==> src/rtl/switch_debounce3.sv <==
`default_nettype none
// ============================================================================
//  Module   : switch_debounce3
//  Purpose  : Synchronise and debounce three slide switches. Emits one-cycle
//             toggle strobes and a retriggerable, time-stretched buzzer enable.
//  Revision : 1.0  initial release
// ============================================================================
module switch_debounce3 #(
   parameter int DEBOUNCE_CYCLES = 1000000,
   parameter int BEEP_CYCLES     = 5000000,
   parameter int CNT_W           = 20,
   parameter int BEEP_W          = 23
) (
   input  logic       clk,
   input  logic       rst,
   input  logic [2:0] sw_raw,
   output logic       S3,
   output logic       S2,
   output logic       S1,
   output logic [2:0] toggle,
   output logic       Buzzer
);

   localparam logic [CNT_W-1:0]  c_cnt_last  = CNT_W'(DEBOUNCE_CYCLES - 1);
   localparam logic [BEEP_W-1:0] c_beep_load = BEEP_W'(BEEP_CYCLES);

   logic [2:0]        r_sync0;
   logic [2:0]        r_sync1;
   logic [2:0]        w_level;
   logic [2:0]        w_toggle;
   logic [BEEP_W-1:0] r_beep_cnt;

   // Plain two-flop synchroniser; nothing may sit between the stages.
   always_ff @(posedge clk) begin
      if (rst) begin
         r_sync0 <= 3'b000;
         r_sync1 <= 3'b000;
      end else begin
         r_sync0 <= sw_raw;
         r_sync1 <= r_sync0;
      end
   end

   genvar ch;
   generate
      for (ch = 0; ch < 3; ch++) begin : g_chan
         logic [CNT_W-1:0] r_cnt;
         logic             r_level;
         logic             r_toggle;

         // Any agreement between input and output restarts the qualification window.
         always_ff @(posedge clk) begin
            if (rst) begin
               r_cnt    <= '0;
               r_level  <= 1'b0;
               r_toggle <= 1'b0;
            end else if (r_sync1[ch] == r_level) begin
               r_cnt    <= '0;
               r_toggle <= 1'b0;
            end else if (r_cnt == c_cnt_last) begin
               r_cnt    <= '0;
               r_level  <= r_sync1[ch];
               r_toggle <= 1'b1;
            end else begin
               r_cnt    <= r_cnt + 1'b1;
               r_toggle <= 1'b0;
            end
         end

         assign w_level[ch]  = r_level;
         assign w_toggle[ch] = r_toggle;
      end
   endgenerate

   // Reload rather than accumulate so a burst of flips gives one continuous chirp.
   always_ff @(posedge clk) begin
      if (rst) begin
         r_beep_cnt <= '0;
      end else if (|w_toggle) begin
         r_beep_cnt <= c_beep_load;
      end else if (r_beep_cnt != '0) begin
         r_beep_cnt <= r_beep_cnt - 1'b1;
      end
   end

   assign S3     = w_level[2];
   assign S2     = w_level[1];
   assign S1     = w_level[0];
   assign toggle = w_toggle;
   assign Buzzer = (r_beep_cnt != '0);

endmodule
`default_nettype wire

==> config.mk <==
export PLATFORM = sky130hd
export DESIGN_NAME = switch_debounce3
export DESIGN_NICKNAME = d
export VERILOG_FILES = /design/src/rtl/switch_debounce3.sv
export SDC_FILE = /design/constraint.sdc
export NUM_CORES = 1
export LEC_CHECK = 0
export BUFFER_PORTS_ARGS = -buffer_cell sky130_fd_sc_hd__buf_4
export CAP_MARGIN = 20
export CORE_AREA = 2 2 95 97
export DETAILED_ROUTE_END_ITERATION = 10
export DIE_AREA = 0 0 97 99
export GPL_TIMING_DRIVEN = 1
export PLACE_DENSITY = 0.74
export SETUP_SLACK_MARGIN = 0.4
export SLEW_MARGIN = 20
export SYNTH_ARGS = -nofsm -noshare
export SYNTH_HDL_FRONTEND = slang
export SYNTH_SLANG_ARGS = --single-unit
==> constraint.sdc <==
create_clock -name clk -period 2.1 [get_ports clk]
set_input_delay 0.42 -clock clk [delete_from_list [all_inputs] [get_ports clk]]
set_output_delay 0.42 -clock clk [all_outputs]
set_load 0.02 [all_outputs]
After elaboration in Yosys (flattened, before gate mapping). Index checks and enable logic that the tools add are counted.

$add $sub $neg: 4. Eq/ne operators: 6. Reductions and logical operators: 13. Bitwise logic cells: 3. Muxes and demuxes: 5.

Operators with widths (count): 20-bit by 1-bit adder with 20-bit output (second input constant) (3); 20-bit == test (second input constant) (3); 23-bit two-way mux (2); 23-bit nonzero test (1); 23-bit by 1-bit subtractor with 23-bit output (second input constant) (1); 3-bit OR reduction (4); 2-bit AND reduction (3); 2-bit OR reduction (3); 4-bit OR reduction (1); 1-bit == test (3); 1-bit two-way mux (3); 1-bit NOT (3); 2-bit nonzero test (1).

Register bits: 95. Word-level logic and storage cells: 44. Input bits: 5. Output and inout port bits: 7.

Depth between registers and ports, before layout.
Word-level depth: 3. Depth in mapped cells: 7. Mapped depth without buffers: 7.

Worst setup path after synthesis. No wires, ideal clock.

Path kind: reg2reg. Start point: register g_chan[0].r_cnt[0]. End point: register g_chan[0].r_cnt[10]. Data required time: 1983 ps. Library setup time: 117 ps. Path slack: 254 ps. Clock period less this slack: 1846 ps. Buffers on the path: 2. Stages on the path, launching flop included: 8. Arrival time: 1729 ps. Cell sequence: dfxtp_1 -> ha_1 -> nand3_1 -> or4_1 -> clkbuf_1 -> nand2_2 -> buf_2 -> nor2_1.

Cells in the longest elaborated chain, start to end: 2. Elaborated cells between the ends (all ways): 3. Those cells by class: add/sub (1); eq/ne (1); reduce/logical (1).

Ends and longest elaborated chain: start: declaration (line 47) `logic [CNT_W-1:0] r_cnt;`; start signal: assignment (line 65) `r_cnt <= r_cnt + 1'b1;`; parallel branches: the longest is 2 deep, another holds 20-bit by 1-bit adder with 20-bit output.

Parallel ways; which one is timed is not known. A chain may end at the register's enable or synchronous reset.

Worst setup path after layout.
Start point: register r_beep_cnt[7]. End point: output port Buzzer.

Cells in the longest elaborated chain, start to end: 1.

Ends and longest elaborated chain: start: declaration (line 31) `logic [BEEP_W-1:0] r_beep_cnt;`; start signal: assignment (line 80) `r_beep_cnt <= c_beep_load;`; start signal: assignment (line 82) `r_beep_cnt <= r_beep_cnt - 1'b1;`; 23-bit nonzero test (line 90) `assign Buzzer = (r_beep_cnt != '0);`; end: declaration (line 21) `output logic Buzzer`.

Every way passes these cells.

==> results by group <==
Outcome
  • Status: complete, but fails checks
  • Failing checks: setup timing

Critical path
  • CP Cell Sequence: nor4_2 > nand4b_1 > nor2_2 > inv_2 > buf_6
  • CP peak stage delay: 0.40 ns
  • Worst reg-to-reg setup slack: 0.01 ns
  • CP Max Fanout: 4
  • CP Launch Type: flip-flop
  • Crit. End Element: output port
  • Crit path DAT: 1.69 ns
  • CP Class: flip-flop to output port
  • Worst path slowest cell: dfxtp_2
  • Worst path required time: 1.68 ns

GRT
  • Vias in the first global route: 3,292
  • Largest net degree at the start of global routing: 23
  • Initial antenna violation count: 0
  • Total grt overflow: 0
  • Gr usage total: 18.8%
  • First-pass GRT wire length: 15.0 mm

Routing
  • Top Layer Used: met4
  • First-pass iteration count of the detailed router: 5
  • Initial DRC count: 204
  • Drt via density: 5.76
  • # DRC: 0
  • Met1 wire length: 4.51 mm
  • DRT Wirelength: 10.9 mm
  • Length of routed met3 wiring: 530 um
  • Vias: 3,715
  • WL met2: 5.37 mm
  • DR WL/cell: 16.9 um
  • ANT nets after route: 0

Clock tree
  • Clock root cell: clkbuf_8
  • CTS buffer count: 9
  • CTS Buffer Depth: 2
  • H-tree levels: 3
  • # clock sinks: 95
  • Clk_lat worst skew: 0.37 ns
  • Clock transition at path regs: 0.10 ns
  • CTS tree: yes

STA
  • Unrepaired setup endpoints after global routing: true
  • Fin crit period: 2.11 ns
  • Max-slew headroom at the worst pin: 48.9%
  • Setup TNS Final: -0.00672 ns
  • Final worst path period share: 100%
  • WHS: 0.261 ns
  • Final hold vios: 0
  • Final worst setup slack: -0.00672 ns
  • Fmax achieved: 0.475 GHz
  • Pins Over Slew Limit: 0
  • Clock Skew: 0.0120 ns
  • Final setup fails: 1
  • Slew of the pin with the lowest slew margin: 0.763 ns

Synthesis
  • Mapped Area: 4140 um^2
  • Asr flop ratio synth: 0%
  • Post-synth EDFFs: 0
  • Cells after Synth: 470
  • Syn Area/Cell: 8.82 um^2
  • Yosys warning total: 0
  • Ys flop type: dfxtp_1
  • Library cells used by synthesis: 49
  • Seq cells post-synth: 95
  • Sequential area share after synthesis: 45.9%
  • Mapped Nets: 480

Placement
  • Routability congestion estimate: 0.859
  • Post-Place Cells: 587
  • Dpl hpwl: 5.29 mm
  • Place WS: 0.124 ns
  • Area after DPL: 4420 um^2
  • # port buffers: 11

Die
  • Row count: 34
  • Die footprint: 9600 um^2
  • Initial core utilization: 48.5%
  • Core ar.: 8550 um^2
  • Chip Width: 97 um
  • Die H: 99 um
  • I/O pins: 12

Power and ir drop
  • Tot Pwr: 6.00 mW
  • PwrDens: 1100 nW/um^2
  • P_leak: 1.88 nW
  • VDD IR max: 0.656 mV

Cells and area
  • Share of layout cells above drive strength 1: 32.4%
  • P&R area growth vs syn: 31.1%
  • Finished Layout Cells: 645
  • Final core occ: 63.5%
  • Finished Cell Area: 5430 um^2
  • Nets: 542
  • Antenna Cells: 0

Flow run
  • Max-cap violations: 0

Worst hold path
  • Hold Path Class: input pin to flip-flop
kinds of logic after synthesis:
logic type,count (synthesis),synth area share (%)
flops,95,45.9
xor+xnor,66,13.9
buf+inv,27,3.08
simple gates,239,29.5
fa+ha+maj,5,1.51
mux,4,0.996
compound gates,34,5.04
per-layer routing:
metal,up-vias,GRT usage [%]
met4,0,7.80
met5,-,0
met2,133,31.1
met3,48,5.39
met1,1790,23.2
li1,1744,-
synthesized netlist by cell type (2+ instances only):
| library cell | n | share of area (%) |
|---|---|---|
| or3_1 | 7 | 1.1 |
| or2_2 | 2 | 0.30 |
| nor4_1 | 13 | 2.0 |
| nand2_2 | 2 | 0.30 |
| nand3_1 | 33 | 4.0 |
| mux2i_1 | 3 | 0.72 |
| dfxtp_1 | 95 | 46 |
| and3_1 | 9 | 1.4 |
| nand2b_1 | 6 | 0.91 |
| nand4_1 | 13 | 2.0 |
| a31oi_1 | 4 | 0.60 |
| inv_1 | 9 | 0.82 |
| nor2_1 | 93 | 8.4 |
| o21ai_0 | 7 | 0.85 |
| xnor2_1 | 20 | 4.2 |
| buf_2 | 6 | 0.72 |
| o211ai_1 | 2 | 0.36 |
| buf_4 | 3 | 0.54 |
| a21oi_1 | 11 | 1.3 |
| ha_1 | 5 | 1.5 |
| or4_1 | 4 | 0.72 |
| nor2b_1 | 8 | 1.2 |
| and2_1 | 2 | 0.30 |
| nor3_1 | 7 | 0.85 |
| xor2_1 | 46 | 9.7 |
| clkbuf_1 | 7 | 0.63 |
| nand4b_1 | 3 | 0.63 |
| nand2_1 | 24 | 2.2 |
| o31ai_1 | 4 | 0.72 |
| and4_1 | 3 | 0.63 |
report_power, final:
part	switching, mW	internal [mW]
logic	1.35	1.35
clock network	0.633	0.531
registers	0.195	1.94
cell usage in the layout (no fill, tap or decap), types with 6 or more instances in the layout:
cell,instances
clkbuf_8,12
xor2_1,46
and3_1,7
nand2_1,23
nand4_1,13
nor2_1,89
inv_1,7
buf_4,43
buf_6,15
or3_1,6
dfxtp_1,67
xnor2_1,19
nor2b_1,8
a21oi_1,7
nor4_4,6
nand3_1,31
dfxtp_2,23
worst max-delay path, delay by kind of cell, from the launching register on:
family / cells / cell delay (ns)
buf+inv: 2 / 0.19
simple gates: 3 / 0.74
flops: 1 / 0.40
state kept, by name, summed over array words and instances, names as in the netlist:
| register | flops |
|---|---|
| r_beep_cnt | 23 |
| S1 | 1 |
| S3 | 1 |
| r_sync1 | 3 |
| r_sync0 | 3 |
| g_chan.r_cnt | 60 |
| S2 | 1 |
| g_chan.r_toggle | 3 |
path summary, 6_finish.rpt:
check,cells after the start,endpoint,startpoint
min reg2reg,1,r_sync1[0],r_sync0[0]
max,5,Buzzer,r_beep_cnt[7]
max reg2reg,9,r_beep_cnt[19],r_beep_cnt[7]
min,2,r_sync0[0],sw_raw[0]
area by class of cell:
class	instances	area [um^2]
Inverter	10	40.0
Clock inverter	4	27.5
Tap cell	108	135
Fill cell	650	3120
Multi-Input combinational cell	355	2560
Clock buffer	12	165
Timing Repair Buffer	61	552
Sequential cell	95	1950
what timing repair did:
action                     CTS  global route
hold endpoints to repair     0             0
hold buffers                 0             0
buffers inserted            17            17
cloned                       5             3
pin swaps                   23            54
gates resized for setup     41            82
setup endpoints to repair   83            82
(Power assumes the default switching activity.)
